`config.mk`:
```
export PLATFORM = sky130hd
export DESIGN_NAME = bimux_xfer_ctrl
export DESIGN_NICKNAME = d
export VERILOG_FILES = /design/src/rtl/bimux_xfer_ctrl.sv
export SDC_FILE = /design/constraint.sdc
export NUM_CORES = 1
export LEC_CHECK = 0
export CAP_MARGIN = 40
export CORE_MARGIN = 3
export CORE_UTILIZATION = 40
export DETAILED_ROUTE_END_ITERATION = 7
export DONT_BUFFER_PORTS = 1
export SETUP_SLACK_MARGIN = 0.4
export SYNTH_ARGS = -nofsm -noshare
export SYNTH_HDL_FRONTEND = slang
export SYNTH_SLANG_ARGS = --single-unit
```
`constraint.sdc`:
```
create_clock -name clk -period 1.65 [get_ports clk]
set_input_delay 0.0825 -clock clk [delete_from_list [all_inputs] [get_ports clk]]
set_output_delay 0.0825 -clock clk [all_outputs]
set_load 0.005 [all_outputs]
```
`src/rtl/bimux_xfer_ctrl.sv`:
```
// bimux_xfer_ctrl: sequencer and round-robin arbiter for the 8:1
// bidirectional bit mux on the bit-serial bus; moves one byte per request.
// Ports:
//   clk, rst           clock, synchronous active-high reset
//   rd_req/rd_ack      read handshake; rd_data is the gathered byte
//   wr_req/wr_ack      write handshake; wr_data is captured at grant
//   mux_dir, mux_sel   mux controls (dir 0 = parallel->serial)
//   ser_in             serial node value while mux_dir = 0
//   ser_out, ser_oe    serial node driver while mux_dir = 1
//   busy               high whenever a transaction is in progress
module bimux_xfer_ctrl #(
    parameter int SETTLE    = 0,
    parameter bit LSB_FIRST = 1
) (
    input  logic       clk,
    input  logic       rst,
    input  logic       rd_req,
    output logic       rd_ack,
    output logic [7:0] rd_data,
    input  logic       wr_req,
    input  logic [7:0] wr_data,
    output logic       wr_ack,
    output logic       mux_dir,
    output logic [2:0] mux_sel,
    input  logic       ser_in,
    output logic       ser_out,
    output logic       ser_oe,
    output logic       busy
);

    typedef enum logic [1:0] {
        IDLE,
        TURN,
        XFER,
        DONE
    } state_t;

    localparam logic [2:0] FIRST    = LSB_FIRST ? 3'd0 : 3'd7;
    localparam logic [3:0] SETTLE_C = 4'(SETTLE);

    state_t     state;
    state_t     state_n;
    logic       op;        // 0 = read, 1 = write
    logic       op_n;
    logic       last_wr;   // type of the last completed grant
    logic       grant;
    logic [7:0] wbuf;
    logic [7:0] shift;
    logic [7:0] shift_n;
    logic [2:0] sel_q;
    logic [3:0] cnt;
    logic [2:0] nbit;
    logic       bit_end;
    logic       last_bit;

    // op only changes at grant, so it doubles as the held mux direction.
    assign mux_dir  = op;
    assign busy     = (state != IDLE);
    assign bit_end  = (cnt == SETTLE_C);
    assign last_bit = (nbit == 3'd7);

    always_comb begin
        shift_n        = shift;
        shift_n[sel_q] = ser_in;
    end

    always_ff @(posedge clk) begin
        if (rst) begin
            state <= IDLE;
        end else begin
            state <= state_n;
        end
    end

    always_comb begin
        state_n = state;
        op_n    = op;
        grant   = 1'b0;
        rd_ack  = 1'b0;
        wr_ack  = 1'b0;
        ser_oe  = 1'b0;
        ser_out = 1'b0;
        mux_sel = 3'd0;
        unique case (state)
            IDLE: begin
                if (rd_req || wr_req) begin
                    grant   = 1'b1;
                    state_n = TURN;
                    // On a tie, hand the mux to the side that did not go last.
                    if (rd_req && wr_req) begin
                        op_n = ~last_wr;
                    end else begin
                        op_n = wr_req;
                    end
                end
            end
            TURN: begin
                mux_sel = sel_q;
                state_n = XFER;
            end
            XFER: begin
                mux_sel = sel_q;
                ser_oe  = op;
                ser_out = op & wbuf[sel_q];
                if (bit_end && last_bit) begin
                    state_n = DONE;
                end
            end
            DONE: begin
                mux_sel = sel_q;
                rd_ack  = ~op;
                wr_ack  = op;
                state_n = IDLE;
            end
            default: state_n = IDLE;
        endcase
    end

    always_ff @(posedge clk) begin
        if (rst) begin
            op      <= 1'b0;
            last_wr <= 1'b1;
            wbuf    <= 8'h00;
            shift   <= 8'h00;
            rd_data <= 8'h00;
            sel_q   <= 3'd0;
            cnt     <= 4'd0;
            nbit    <= 3'd0;
        end else begin
            op <= op_n;
            if (grant) begin
                if (op_n) begin
                    wbuf <= wr_data;
                end
                sel_q <= FIRST;
                cnt   <= 4'd0;
                nbit  <= 3'd0;
            end
            if (state == XFER) begin
                if (bit_end) begin
                    cnt <= 4'd0;
                    if (!op) begin
                        shift <= shift_n;
                    end
                    if (last_bit) begin
                        // Load on the way into DONE so rd_data is valid with rd_ack.
                        if (!op) begin
                            rd_data <= shift_n;
                        end
                    end else begin
                        nbit  <= nbit + 3'd1;
                        sel_q <= LSB_FIRST ? sel_q + 3'd1 : sel_q - 3'd1;
                    end
                end else begin
                    cnt <= cnt + 4'd1;
                end
            end
            if (state == DONE) begin
                last_wr <= op;
            end
        end
    end

endmodule

```
## Word level (Yosys, flattened, before mapping)

Index checks and enable logic that the tools add are counted.

- Bits in registers: 38
- Input port bits: 13
- Output and inout bits: 17
- Logic and storage cells: 65

- Add/sub/neg operators: 3
- Magnitude comparators: 2
- Equal/unequal tests: 6
- Muxes and demuxes: 29
- Bitwise logic cells: 3
- Reduce and logical (&&, ||, !) cells: 13

Operators by type and width:

| operator | count |
|---|---|
| $mux 3 | 9 |
| $mux 4 | 3 |
| $mux 1 | 11 |
| $bwmux 8 | 1 |
| $pmux 2 s4 | 1 |
| $add 3x1->3 const B | 2 |
| $add 4x1->4 const B | 1 |
| $eq 2x2->1 const B | 2 |
| $logic_not 4->1 | 1 |
| $lt 3x4->1 const B | 1 |
| $mux 2 | 2 |
| $ne 2x2->1 const B | 2 |
| $reduce_and 2->1 | 2 |
| $reduce_and 4->1 | 1 |
| $reduce_bool 2->1 | 2 |
| $bmux 1 s3 | 1 |
| $demux 1 s3 | 1 |
| $eq 3x3->1 const B | 1 |
| $ge 3x1->1 const B | 1 |
| $logic_and 1x1->1 | 3 |
| $reduce_and 3->1 | 1 |
| $reduce_or 3->1 | 1 |
| $eq 2x1->1 const B | 1 |
| $logic_not 2->1 | 1 |
| other kinds (3) | 4 |

## Longest topological paths before layout

- Depth in word-level cells: 7
- Gate-level depth with buffers: 7
- Depth with buffers taken out: 5

## Least setup slack after synthesis

No wires, ideal clock.

- Kind: register to register
- Start: register nbit[0]
- End: register rd_data[0]
- Setup time: 148 ps
- Arrival time: 1464 ps
- Data required time: 1502 ps
- Path slack: 38 ps
- Stages on the path, launching flop included: 6
- Path buffers: 0
- Period minus slack after synthesis: 1612 ps
- Cell sequence: dfxtp_1 ha_1 ha_1 inv_1 nor3_1 a211oi_1

- Longest elaborated chain between the ends: 2

Ends and longest elaborated chain:

| item | line | RTL |
|---|---|---|
| start, declared | 52 | `logic [2:0] nbit;` |
| start signal, assigned | 151 | `nbit <= nbit + 3'd1;` |
| $eq 3x3->1 | 60 | `assign last_bit = (nbit == 3'd7);` |
| $reduce_and 4->1 (no line) | -- |  |
| end signal, assigned | 148 | `rd_data <= shift_n;` |
| end, declared | 19 | `output logic [7:0] rd_data,` |

Every way passes these cells.
A chain may end at the register's enable or synchronous reset.

## Worst setup path in the final report

- Start: register sel_q[1]
- End: output port ser_out

- Longest elaborated chain between the ends: 4

Ends and longest elaborated chain:

| item | line | RTL |
|---|---|---|
| start, declared | 50 | `logic [2:0] sel_q;` |
| start signal, assigned | 152 | `sel_q <= LSB_FIRST ? sel_q + 3'd1 : sel_q - 3'd1;` |
| $bmux 1 s3 | 104 | `ser_out = op & wbuf[sel_q];` |
| $mux 1 (implied by the code) | 104 |  |
| $and 1x1->1 | 104 |  |
| $mux 1 | 84 | `unique case (state)` |
| end, declared | 26 | `output logic ser_out,` |

Every way passes these cells. The select of a mux whose other input is x is not followed.

==> impl_metrics.json <==
{
  "clockPowerShare": 0.234,
  "power.density_nw_per_um2": 1400,
  "first_pass_iters": 4,
  "relSlewSlack": 0.752,
  "status": "finished, violations left",
  "start_util": 0.431,
  "crit_family": "multiplexers",
  "area_delta_synth_final_pct": 55.7,
  "clockRootBuffer": "clkbuf_8",
  "finalClockSkew_ns": 0.00717,
  "multi_input_area_sq_um": 1540,
  "postSynthAreaPerCell_sq_um": 9.12,
  "cts_buffers": 5,
  "clk_latency_ns": 0.30,
  "violations": "hold timing",
  "crit_arrival_ns": 1.46,
  "finalCoreUtilization": 0.671,
  "endpoint_kind": "output pin",
  "die_w_um": 75.7,
  "ys_seq_area_frac": 0.392,
  "p_switching_mw": 1.44,
  "synth_nets": 235,
  "swShare": 0.341,
  "crit_chain": "mux4_2 > mux2i_1 > nor2b_1",
  "reg2reg_depth": 5,
  "vias": 1842,
  "cts.sinks": 38,
  "post-route-period-util": 0.938,
  "grt_start_max_net_pins": 41,
  "tightest_slew_ns": 0.361,
  "pwr-share-comb": 0.487,
  "gr-total-overflow": 0,
  "critPathMaxStageDelay_ns": 0.52,
  "grt_pass1_wl_um": 9270,
  "gp_congestion": 0.784,
  "crit_end": "ser_out",
  "clock_path_buffers": 2,
  "io_pins": 30,
  "critPathSlowestCell": "mux4_2",
  "cts.clk_slew.worst_paths_ns": 0.08,
  "rr_endpoint": "state[0]",
  "crit_fanout": 4,
  "ant_nets": 0,
  "seq_area_sq_um": 774,
  "fp.dieArea_sq_um": 5730,
  "grtUsageTotal": 0.217,
  "port_buffers": 0,
  "syn_inst": 213,
  "hold_ws_ns": -0.164,
  "max-cap-violations": 0,
  "yosysWarnings": 0,
  "antenna_found_initial": 0,
  "ys_ff_latch": 38,
  "fin_tns_setup_ns": 0,
  "crit_required_ns": 1.57,
  "ys.flop_type": "dfxtp_1",
  "dp_hpwl_um": 3230,
  "r2r-start": "cnt[0]",
  "r2r_slack_ns": 0.10,
  "path_class": "reg -> out",
  "setup_viol": 0,
  "cp-start-kind": "register",
  "route.detailed.drc": 0,
  "nNetsFinal": 275,
  "final.fill_count": 333,
  "rsz0062_at_grt": "yes",
  "synthDistinctLibCells": 40,
  "fmax_ghz": 0.646,
  "cp-startpoint": "sel_q[1]",
  "cp.depth": 3,
  "wire_per_inst_um": 19.5,
  "die_y_um": 75.7,
  "wirelength_um": 5960,
  "rows": 24,
  "synth_area_sq_um": 1940,
  "hold_path_class": "in -> reg",
  "pre_cts_slack_ns": 0.0278,
  "slew_violations": 0,
  "finalHoldViolations": 38,
  "ir_drop_mv": 0.678,
  "antenna_cells": 0,
  "synth_edf_count": 0,
  "core_area_sq_um": 4500,
  "p_int_mw": 2.79,
  "leakage_nw": 1.05,
  "grt_pass1_vias": 1878,
  "drive_above_1_share": 0.618,
  "period_minus_slack_ns": 1.55,
  "setup_slack_ns": 0.103,
  "htreeDepth": 2,
  "critPathBufInv": 0,
  "vias_per_cell": 6.02,
  "p_seq_frac": 0.278,
  "drt_iter0_markers": 125,
  "synth-async-reset-ratio": 0,
  "cts_tree": "built"
}
cell usage in the layout (no fill, tap or decap), types with 2 or more instances in the layout:
cell type / count
a211oi_2: 15
a21oi_1: 13
a21oi_2: 18
and4bb_4: 2
buf_4: 21
buf_6: 27
bufinv_16: 2
clkbuf_8: 6
dfxtp_1: 29
dfxtp_2: 8
ha_1: 3
ha_4: 6
inv_2: 4
inv_4: 3
mux2i_1: 10
mux4_2: 2
nand2_1: 2
nand2b_1: 5
nand3_1: 6
nand3b_1: 6
nor2_1: 3
nor2_4: 3
nor2b_1: 4
nor2b_2: 2
nor3b_2: 2
o211ai_1: 5
o21ai_2: 6
o21ai_4: 3
or3_1: 2
or3b_4: 10
logic make-up (layout without fill, tap and decap cells):
group                    Yosys count  count (layout)  share of synthesized area
multiplexers                      12              12                     0.0747
adder cells (fa/ha/maj)            9               9                     0.0580
AND/OR/NAND/NOR                   57              58                      0.193
AO/OA/AOI/OAI                     71              72                      0.226
flip-flops                        38              38                      0.392
buffers and inverters             26              65                     0.0567
per-layer routing:
| layer | share of wire | vias up | routed length, um | global-route usage |
|---|---|---|---|---|
| met2 | 0.51 | 50 | 3040 | 0.365 |
| met4 | 0.019 | 0 | 116 | 0.0835 |
| met5 | 0 | - | 0 | 0 |
| li1 | - | 865 | - | - |
| met1 | 0.42 | 914 | 2480 | 0.266 |
| met3 | 0.054 | 13 | 323 | 0.0541 |
power by group through the flow:
| stage | Sequential [mW] | Clock, mW | Combinational [mW] |
|---|---|---|---|
| 6_report | 1.18 | 0.994 | 2.07 |
| 3_5_place_dp | 1.16 | 0 | 0.914 |
| 2_1_floorplan | 1.12 | 0 | 0.817 |
| 4_1_cts | 1.15 | 1.01 | 1.67 |
| 5_1_grt | 1.19 | 1.04 | 2.19 |
| 3_3_place_gp | 1.15 | 0 | 0.862 |
stage by stage:
| stage | area (sq um) | total power [mW] | cells |
|---|---|---|---|
| after floorplan | 2050 | 1.93 | 213 |
| after global placement | 2060 | 2.01 | 254 |
| after detailed placement | 2060 | 2.08 | 254 |
| after CTS | 2750 | 3.83 | 294 |
| after global routing | 3020 | 4.42 | 306 |
| final | 3020 | 4.24 | 306 |
worst reg2reg max path, delay by kind of cell, from the launching register on:
kind,cells,cell delay (ns)
AOI/OAI and AO/OA,2,0.55
adders and majority gates,1,0.14
buffers and inverters,1,0.07
DFF,1,0.33
and+or+nand+nor,1,0.39
layout make-up:
type | count | area share
multi-input cells | 151 | 0.508
flip-flops and latches | 38 | 0.256
well taps | 52 | 0.0215
inverters | 9 | 0.0149
repair buffers | 48 | 0.153
clock buffers | 6 | 0.0273
clock inverters | 2 | 0.0199
synthesized netlist by cell type (2+ instances only):
| cell type | n | area share |
|---|---|---|
| dfxtp_1 | 38 | 0.39 |
| a21oi_1 | 32 | 0.082 |
| a211oi_1 | 15 | 0.058 |
| clkbuf_1 | 10 | 0.019 |
| mux2i_1 | 10 | 0.052 |
| ha_1 | 9 | 0.058 |
| inv_1 | 9 | 0.017 |
| o21ai_0 | 9 | 0.023 |
| or3b_2 | 8 | 0.036 |
| nand3_1 | 7 | 0.018 |
| nor2b_1 | 7 | 0.023 |
| nand3b_1 | 6 | 0.023 |
| nor2_1 | 6 | 0.012 |
| nand2b_1 | 5 | 0.016 |
| o211ai_1 | 5 | 0.019 |
| buf_2 | 4 | 0.010 |
| nand2_1 | 3 | 0.0058 |
| nor3b_1 | 3 | 0.012 |
| a31oi_1 | 2 | 0.0064 |
| buf_4 | 2 | 0.0077 |
| mux4_2 | 2 | 0.023 |
| nor3_1 | 2 | 0.0052 |
| or3_1 | 2 | 0.0064 |
worst min path at each step:
stage | start | endpoint | cells past startpoint
detailed placement | rst | nbit[0] | 1
floorplan | rst | state[1] | 2
finish | rst | state[0] | 1
global route | rst | state[0] | 1
global placement | rst | cnt[0] | 1
CTS | rst | state[0] | 1
flip-flops by register name, summed over array words and instances (netlist names):
name / cells
nbit: 3
mux_dir: 1
wbuf: 8
last_wr: 1
sel_q: 3
shift: 8
rd_data: 8
state: 2
cnt: 4
repair_timing:
item                                    CTS  global route
gates cloned                              3             0
pin swaps                                43            28
endpoints found under the hold margin    38            38
buffers inserted                         29            12
endpoints found under the setup margin   44            45
resized for setup                        86            45
Note: power is estimated with default switching activity, not from simulation.
